--- src/rtl/rgmii_rx_mode_adapter.sv ---
// RGMII receive adapter: DDR nibbles to GMII bytes for 10/100/1000M, with alignment-error counting.
// Define RGMII_INBAND_STATUS_EN to enable the filtered in-band link status decoder.
module rgmii_rx_mode_adapter #(
    parameter int unsigned STATUS_FILTER   = 4,
    parameter int unsigned ERR_COUNT_WIDTH = 16
) (
    input  logic                       clk,
    input  logic                       rst_n,
    input  logic [1:0]                 speed,
    input  logic [3:0]                 rx_d_rise,
    input  logic [3:0]                 rx_d_fall,
    input  logic                       rx_ctl_rise,
    input  logic                       rx_ctl_fall,
    output logic [7:0]                 gmii_rxd,
    output logic                       gmii_rx_dv,
    output logic                       gmii_rx_er,
    output logic                       gmii_rx_valid,
    output logic                       link_up,
    output logic [1:0]                 link_speed,
    output logic                       link_duplex,
    output logic                       status_change,
    output logic                       align_err,
    output logic [ERR_COUNT_WIDTH-1:0] align_err_count
);

    typedef enum logic [1:0] {ST_IDLE, ST_LOW, ST_HIGH} nib_state_e;
    typedef enum logic [1:0] {MODE_10M = 2'b00, MODE_100M = 2'b01, MODE_1000M = 2'b10} mode_e;

    localparam logic [ERR_COUNT_WIDTH-1:0] CNT_ONE = {{(ERR_COUNT_WIDTH-1){1'b0}}, 1'b1};

    nib_state_e                 state_q, state_d;
    mode_e                      mode_q, mode_d;
    logic [3:0]                 low_nib_q, low_nib_d;
    logic                       low_err_q, low_err_d;
    logic [7:0]                 rxd_q, rxd_d;
    logic                       dv_q, dv_d;
    logic                       er_q, er_d;
    logic                       valid_q, valid_d;
    logic                       align_err_q, align_err_d;
    logic [ERR_COUNT_WIDTH-1:0] err_cnt_q, err_cnt_d;
    logic                       nib_err;

    always_comb begin
        state_d     = state_q;
        mode_d      = mode_q;
        low_nib_d   = low_nib_q;
        low_err_d   = low_err_q;
        rxd_d       = rxd_q;
        dv_d        = 1'b0;
        er_d        = 1'b0;
        valid_d     = 1'b0;
        align_err_d = 1'b0;
        err_cnt_d   = err_cnt_q;
        nib_err     = rx_ctl_rise ^ rx_ctl_fall;

        if (mode_q == MODE_1000M) begin
            state_d = ST_IDLE;
            rxd_d   = {rx_d_fall, rx_d_rise};
            dv_d    = rx_ctl_rise;
            er_d    = rx_ctl_rise & nib_err;
            valid_d = rx_ctl_rise;
        end else begin
            // dv holds across the LOW gap between bytes and drops once the frame ends
            dv_d = rx_ctl_rise && (state_q != ST_IDLE);
            unique case (state_q)
                ST_IDLE: begin
                    if (rx_ctl_rise) begin
                        state_d   = ST_LOW;
                        low_nib_d = rx_d_rise;
                        low_err_d = nib_err;
                    end
                end
                ST_LOW: begin
                    if (rx_ctl_rise) begin
                        state_d = ST_HIGH;
                        rxd_d   = {rx_d_rise, low_nib_q};
                        valid_d = 1'b1;
                        er_d    = low_err_q | nib_err;
                    end else begin
                        state_d     = ST_IDLE;
                        align_err_d = 1'b1;
                        if (err_cnt_q != '1) begin
                            err_cnt_d = err_cnt_q + CNT_ONE;
                        end
                    end
                end
                ST_HIGH: begin
                    if (rx_ctl_rise) begin
                        state_d   = ST_LOW;
                        low_nib_d = rx_d_rise;
                        low_err_d = nib_err;
                    end else begin
                        state_d = ST_IDLE;
                    end
                end
                default: state_d = ST_IDLE;
            endcase
        end

        // Mode only follows speed between frames so a frame is never split across modes
        if ((state_d == ST_IDLE) && !dv_d) begin
            mode_d = (speed == 2'b00) ? MODE_10M :
                     (speed == 2'b01) ? MODE_100M : MODE_1000M;
        end
    end

    always_ff @(posedge clk or negedge rst_n) begin
        if (!rst_n) begin
            state_q     <= ST_IDLE;
            mode_q      <= MODE_1000M;
            low_nib_q   <= '0;
            low_err_q   <= 1'b0;
            rxd_q       <= '0;
            dv_q        <= 1'b0;
            er_q        <= 1'b0;
            valid_q     <= 1'b0;
            align_err_q <= 1'b0;
            err_cnt_q   <= '0;
        end else begin
            state_q     <= state_d;
            mode_q      <= mode_d;
            low_nib_q   <= low_nib_d;
            low_err_q   <= low_err_d;
            rxd_q       <= rxd_d;
            dv_q        <= dv_d;
            er_q        <= er_d;
            valid_q     <= valid_d;
            align_err_q <= align_err_d;
            err_cnt_q   <= err_cnt_d;
        end
    end

    assign gmii_rxd        = rxd_q;
    assign gmii_rx_dv      = dv_q;
    assign gmii_rx_er      = er_q;
    assign gmii_rx_valid   = valid_q;
    assign align_err       = align_err_q;
    assign align_err_count = err_cnt_q;

`ifdef RGMII_INBAND_STATUS_EN
    localparam logic [7:0] FILT_MAX = 8'(STATUS_FILTER);

    logic [3:0] s_prev_q, s_prev_d;
    logic [3:0] status_q, status_d;
    logic [7:0] filt_cnt_q, filt_cnt_d;
    logic       change_q, change_d;
    logic       ifg;

    always_comb begin
        s_prev_d   = s_prev_q;
        status_d   = status_q;
        filt_cnt_d = filt_cnt_q;
        change_d   = 1'b0;
        ifg        = !rx_ctl_rise && !rx_ctl_fall;

        if (ifg) begin
            s_prev_d = rx_d_rise;
            if (rx_d_rise != s_prev_q) begin
                filt_cnt_d = 8'd1;
            end else if (filt_cnt_q != FILT_MAX) begin
                filt_cnt_d = filt_cnt_q + 8'd1;
            end
            if (filt_cnt_d == FILT_MAX) begin
                status_d = rx_d_rise;
                change_d = (rx_d_rise != status_q);
            end
        end
    end

    always_ff @(posedge clk or negedge rst_n) begin
        if (!rst_n) begin
            s_prev_q   <= '0;
            status_q   <= '0;
            filt_cnt_q <= '0;
            change_q   <= 1'b0;
        end else begin
            s_prev_q   <= s_prev_d;
            status_q   <= status_d;
            filt_cnt_q <= filt_cnt_d;
            change_q   <= change_d;
        end
    end

    assign link_up       = status_q[0];
    assign link_speed    = status_q[2:1];
    assign link_duplex   = status_q[3];
    assign status_change = change_q;
`else
    assign link_up       = 1'b1;
    assign link_speed    = speed;
    assign link_duplex   = 1'b1;
    assign status_change = 1'b0;
`endif

endmodule

--- config.mk ---
export PLATFORM = sky130hd
export DESIGN_NAME = rgmii_rx_mode_adapter
export DESIGN_NICKNAME = d
export VERILOG_FILES = /design/src/rtl/rgmii_rx_mode_adapter.sv
export SDC_FILE = /design/constraint.sdc
export NUM_CORES = 1
export LEC_CHECK = 0
export BUFFER_PORTS_ARGS = -buffer_cell sky130_fd_sc_hd__buf_2
export CAP_MARGIN = 20
export CORE_ASPECT_RATIO = 0.6
export CORE_MARGIN = 2
export CORE_UTILIZATION = 30
export CTS_BUF_LIST = sky130_fd_sc_hd__clkbuf_16
export DETAILED_ROUTE_END_ITERATION = 8
export MAX_ROUTING_LAYER = met4
export SLEW_MARGIN = 5
export SYNTH_ARGS = -nofsm -noshare
export SYNTH_HDL_FRONTEND = slang
export SYNTH_SLANG_ARGS = --single-unit
--- constraint.sdc ---
create_clock -name clk -period 2.1 [get_ports clk]
set_input_delay 0.42 -clock clk [delete_from_list [all_inputs] [get_ports clk]]
set_output_delay 0.42 -clock clk [all_outputs]
set_load 0.005 [all_outputs]
==> results of run 1 <==
area by class of cell:
class / count / share of cell area, %
clock buffer: 5 / 5.80
clock inverter: 3 / 0.812
inverter: 4 / 0.696
multi-input combinational: 105 / 34.0
sequential: 37 / 43.0
tap: 80 / 4.64
timing repair buffer: 46 / 11.0
cell usage after synthesis:
master,instances
nand4_1,3
o21ai_0,10
nor3_1,4
and4_1,1
nand2_1,19
nor2_1,5
nor2b_1,1
mux2i_1,8
or4_4,1
clkbuf_1,4
and3_1,3
mux2_1,1
buf_6,2
nand2b_1,3
or3b_2,1
a2111oi_2,2
inv_1,4
buf_1,1
o31a_1,1
nor4b_1,1
or3_1,1
nand3_1,4
dfrtp_1,36
conb_1,2
a211oi_1,1
dfstp_2,1
o31ai_1,1
ha_1,2
nor4b_2,2
nand3b_1,1
xnor2_1,1
buf_4,5
mux2_2,5
a21oi_1,1
xor2_1,13
nor4_1,5
nor2b_4,1
through the flow:
stage                     cells  total power [mW]
after floorplan             158              1.16
after global placement      272              1.34
after detailed placement    272              1.35
after CTS                   280              2.07
after global routing        280              2.18
final                       280              2.04
layout by cell type, fill, tap and decap left out, types with 4 or more instances in the layout:
cell type,instances
mux2i_1,8
nor2_1,5
nand3_1,4
nor4_1,5
mux2_2,5
o21ai_0,10
dfrtp_1,36
nor3_1,4
clkbuf_16,5
nand2_1,19
buf_2,43
xor2_1,13
inv_1,4
logic make-up after synthesis:
| group | count (synthesis) |
|---|---|
| simple gates | 56 |
| flops | 37 |
| compound gates | 16 |
| buf+inv | 16 |
| xor+xnor | 14 |
| mux | 14 |
| fa+ha+maj | 2 |
| other cells | 2 |
worst paths after layout:
path | from | endpoint | slack, ns
setup / recovery | mode_q[1]$_DFFE_PN1P_ | align_err_count[1]$_DFFE_PN0P_ | 0.19
hold / removal | rst_n | align_err_count[7]$_DFFE_PN0P_ | 0.17
setup reg to reg | mode_q[1]$_DFFE_PN1P_ | align_err_count[1]$_DFFE_PN0P_ | 0.19
hold reg to reg | low_err_q$_DFFE_PN0P_ | low_err_q$_DFFE_PN0P_ | 0.48
max in group asynchronous | rst_n | mode_q[1]$_DFFE_PN1P_ | 1.56
min in group clk | rx_d_fall[2] | gmii_rxd[6]$_DFFE_PN0P_ | 0.34
per-layer routing:
metal,track usage (%),up-vias,wire [µm]
li1,-,623,-
met1,19.0,569,1860
met2,15.1,23,1370
met3,5.44,6,243
met4,4.50,0,61
met5,-,-,0
registers in the layout, indices dropped and copies added (netlist names):
register	cells
gmii_rx_valid	1
align_err	1
gmii_rx_dv	1
low_nib_q	4
state_q	2
gmii_rxd	8
gmii_rx_er	1
mode_q	2
low_err_q	1
align_err_count	16
where the power goes:
group | switching, mW | internal (mW)
sequential | 0.105 | 0.841
clock | 0.281 | 0.435
combinational | 0.195 | 0.186
worst max-delay path: stages, from the launching register on:
cell and delay (ns):
dfstp_2 0.53, nor2b_4 0.41, or3_1 0.38, nor2_1 0.13, mux2_1 0.34
==> flow_summary.json, run 1 <==
{
  "htreeDepth": 2,
  "post-synth-top-area-fraction_pct": 51.4,
  "reg2reg_depth": 4,
  "path_clk_slew_ns": 0.06,
  "cp.required_ns": 2.26,
  "ys_seq_area_share_pct": 52.9,
  "fin_crit_sh_pct": 91.2,
  "worst_pin_slew_ns": 0.528,
  "post-route-util_pct": 38.5,
  "grt_pass1_vias": 1187,
  "drtIter0Drc": 40,
  "clock.fmax_mhz": 522,
  "postCtsHoldBufs": 0,
  "regArea_um2": 927,
  "drt-total-wl_um": 3540,
  "post-place-ws_ns": 0.171,
  "fin_crit_ns": 1.91,
  "postRouteAntennaNets": 0,
  "power.leakage_nw": 1.06,
  "cts_tree": "yes",
  "grt_max_degree": 38,
  "max-vdd-ir-drop_mv": 0.297,
  "maxCapViolCount": 0,
  "synth-simple-area-share_pct": 18.2,
  "grt_pass1_wl_um": 6020,
  "tns_ns": 0,
  "status": "finished clean",
  "n_antenna_cell": 0,
  "die_h_um": 63.2,
  "criticalPathCategory": "reg2reg",
  "layout-drive-gt1-share_pct": 33.0,
  "ys_ff_latch": 37,
  "cts_setup_buffers": 0,
  "rows": 21,
  "setup_ws_ns": 0.185,
  "fp.dieW_um": 103,
  "cts_made_buffers": 5,
  "vias": 1221,
  "grtUsageTotal_pct": 12.8,
  "antenna_found_initial": 0,
  "hold_path_class": "in2async",
  "die_area_um2": 6490,
  "synthesis.area_um2": 1750,
  "ioPinCount": 47,
  "start_util_pct": 31.3,
  "coreArea_um2": 5600,
  "syn_area_per_cell_um2": 11.2,
  "routedWlPerCell_um": 12.6,
  "synthMuxAreaShare_pct": 8.43,
  "vias_per_cell": 4.36,
  "cts.path.max_buffers": 2,
  "place_area_um2": 2010,
  "drcViolationCount": 0,
  "synth_warnings": 0,
  "dp.final_hpwl_um": 2580,
  "synth_compound_area_share_pct": 6.21,
  "clock_sinks": 37,
  "clock_latency_ns": 0.28,
  "relSlewSlack_pct": 64.7,
  "fill_cells": 570,
  "final_area_um2": 2160,
  "ys_top_cells_by_area": "dfrtp_1 (51%), xor2_1 (6.5%), mux2i_1 (4.6%)",
  "place_congestion": 0.813,
  "synth_top_family_by_area": "simple AND/OR/NAND/NOR gates",
  "setup_viol": 0,
  "synthAdderAreaFrac_pct": 1.43,
  "yosysUniqueCellTypes": 37,
  "slew_viol_final": 0,
  "cts-root-buf": "clkbuf_16",
  "multi_input_area_um2": 734,
  "cp-start-kind": "flip-flop",
  "hold_slack_ns": 0.174,
  "synthXorXnorAreaFrac_pct": 7.00,
  "post_cts_resized": 0,
  "drt_pre_antenna_iters": 4,
  "area_growth_syn_to_layout_pct": 23.1,
  "crit_path_end_kind": "flip-flop",
  "hold_viol_final": 0,
  "fin_worst_skew_ns": 0.00367,
  "rsz0062_at_grt": "no",
  "globalRouteOverflowTotal": 0,
  "synth_top_cell_by_area": "dfrtp_1",
  "syn_inst": 157,
  "crit_fanout": 24,
  "arrival_ns": 2.07,
  "p_per_area_nw_per_um2": 947,
  "num-nets-final": 215,
  "port_buffers": 43
}
(Power assumes the default switching activity.)
==> run 2: changes to the inputs <==
- CTS_BUF_LIST: sky130_fd_sc_hd__clkbuf_16 -> sky130_fd_sc_hd__clkbuf_8
- SLEW_MARGIN: 5 -> unset
==> run 2 against run 1 <==
Net effect: sequential share of layout area grew 0.94 points; first-iteration DRC count shrank 23%; die area is the same; hold slack lost 0.0099 ns; clock skew grew 0.0029 ns; combinational power is essentially flat; largest power group unchanged; highest routed layer unchanged.
==> flow_summary.json, run 2 (synthesized netlist as in run 1, its figures left out) <==
{
  "crit_fanout": 24,
  "layout_common_cells": "buf_2 (43), dfrtp_1 (36), nand2_1 (19), xor2_1 (13), o21ai_0 (10)",
  "clock_sinks": 37,
  "n_antenna_cell": 0,
  "grt_pass1_wl_um": 5990,
  "globalRouteOverflowTotal": 0,
  "regArea_um2": 927,
  "start_util_pct": 31.3,
  "relSlewSlack_pct": 64.7,
  "slew_viol_final": 0,
  "max_stage_delay_ns": 0.53,
  "tns_ns": 0,
  "area_growth_syn_to_layout_pct": 20.5,
  "vias": 1195,
  "port_buffers": 43,
  "critPathTopFamily": "simple AND/OR/NAND/NOR gates",
  "reg2reg_depth": 4,
  "dp.cells": 272,
  "layout-drive-gt1-share_pct": 33.5,
  "drtIter0Drc": 31,
  "criticalPathCategory": "reg2reg",
  "postRouteAntennaNets": 0,
  "hold_slack_ns": 0.164,
  "multi_input_area_um2": 734,
  "max-vdd-ir-drop_mv": 0.259,
  "maxCapViolCount": 0,
  "place_congestion": 0.813,
  "setup_viol": 0,
  "path_cells": "nor2b_4 -> or3_1 -> nor2_1 -> mux2_1",
  "arrival_ns": 2.09,
  "fin_crit_sh_pct": 91.5,
  "crit_path_end_kind": "flip-flop",
  "grt_max_degree": 38,
  "drcViolationCount": 0,
  "drt_pre_antenna_iters": 4,
  "timing.rr.end": "align_err_count[1]$_DFFE_PN0P_",
  "rrSetupSlack_ns": 0.18,
  "routedWlPerCell_um": 12.5,
  "cp.required_ns": 2.27,
  "power.leakage_nw": 1.04,
  "clock.fmax_mhz": 520,
  "fp.dieW_um": 103,
  "rows": 21,
  "final_area_um2": 2110,
  "worst_pin_slew_ns": 0.528,
  "cp-start-kind": "flip-flop",
  "cts_tree": "yes",
  "clock_latency_ns": 0.29,
  "grtUsageTotal_pct": 12.7,
  "fin_worst_skew_ns": 0.00657,
  "cp_slowest_cell": "dfstp_2",
  "coreArea_um2": 5600,
  "num-nets-final": 215,
  "grt_pass1_vias": 1191,
  "largest_reg_flops": 16,
  "cts-root-buf": "clkbuf_8",
  "postCtsHoldBufs": 0,
  "die_area_um2": 6490,
  "cts.path.max_buffers": 2,
  "post-place-ws_ns": 0.171,
  "hold_path_class": "in2async",
  "worstReg2RegStart": "mode_q[1]$_DFFE_PN1P_",
  "vias_per_cell": 4.27,
  "post_cts_resized": 0,
  "antenna_found_initial": 0,
  "htreeDepth": 2,
  "dp.final_hpwl_um": 2580,
  "path_clk_slew_ns": 0.08,
  "rsz0062_at_grt": "no",
  "ioPinCount": 47,
  "cts_made_buffers": 5,
  "fill_cells": 576,
  "cts_setup_buffers": 0,
  "p_per_area_nw_per_um2": 874,
  "power.total_mw": 1.84,
  "final_common_cell": "buf_2",
  "fin_crit_ns": 1.92,
  "drt-total-wl_um": 3510,
  "die_h_um": 63.2,
  "critPathBufInv": 0,
  "post-route-util_pct": 37.7,
  "setup_ws_ns": 0.178,
  "status": "finished clean",
  "place_area_um2": 2010,
  "hold_viol_final": 0,
  "instances_no_fill": 280
}
-- run 2: layer usage --
layer  track usage, %  routed length (µm)  vias up
met2             15.1                1380       24
met3             5.11                 249        2
met4             4.00                  27        0
met1             18.9                1860      549
met5                -                   0        -
li1                 -                   -      620
-- run 2: worst max-delay path by stage --
stage / start / endpoint / slack, ns / cells past startpoint
6_report: mode_q[1]$_DFFE_PN1P_ / align_err_count[1]$_DFFE_PN0P_ / 0.18 / 4
5_1_grt: mode_q[1]$_DFFE_PN1P_ / align_err_count[1]$_DFFE_PN0P_ / 0.04 / 4
4_1_cts: mode_q[1]$_DFFE_PN1P_ / align_err_count[1]$_DFFE_PN0P_ / 0.16 / 4
3_5_place_dp: mode_q[1]$_DFFE_PN1P_ / align_err_count[1]$_DFFE_PN0P_ / 0.17 / 4
3_3_place_gp: mode_q[1]$_DFFE_PN1P_ / align_err_count[1]$_DFFE_PN0P_ / 0.22 / 4
2_1_floorplan: rx_ctl_rise / align_err_count[13]$_DFFE_PN0P_ / 0.38 / 5
-- run 2: power by group --
group	internal, mW	total (mW)	switching, mW
registers	0.839	0.944	0.105
logic	0.186	0.380	0.194
clock network	0.266	0.520	0.255
total	1.29	1.84	0.554
-- run 2: layout make-up --
type,instances,area share (%)
clock buffers,6,3.91
clock inverters,2,0.652
inverters,4,0.711
multi-input cells,105,34.8
flip-flops and latches,37,43.9
well taps,80,4.74
repair buffers,46,11.3
-- run 2: worst reg2reg max path, delay by kind of cell (launching register included) --
| kind | cells | cell delay (ns) |
|---|---|---|
| muxes | 1 | 0.34 |
| DFF | 1 | 0.53 |
| and+or+nand+nor | 3 | 0.93 |
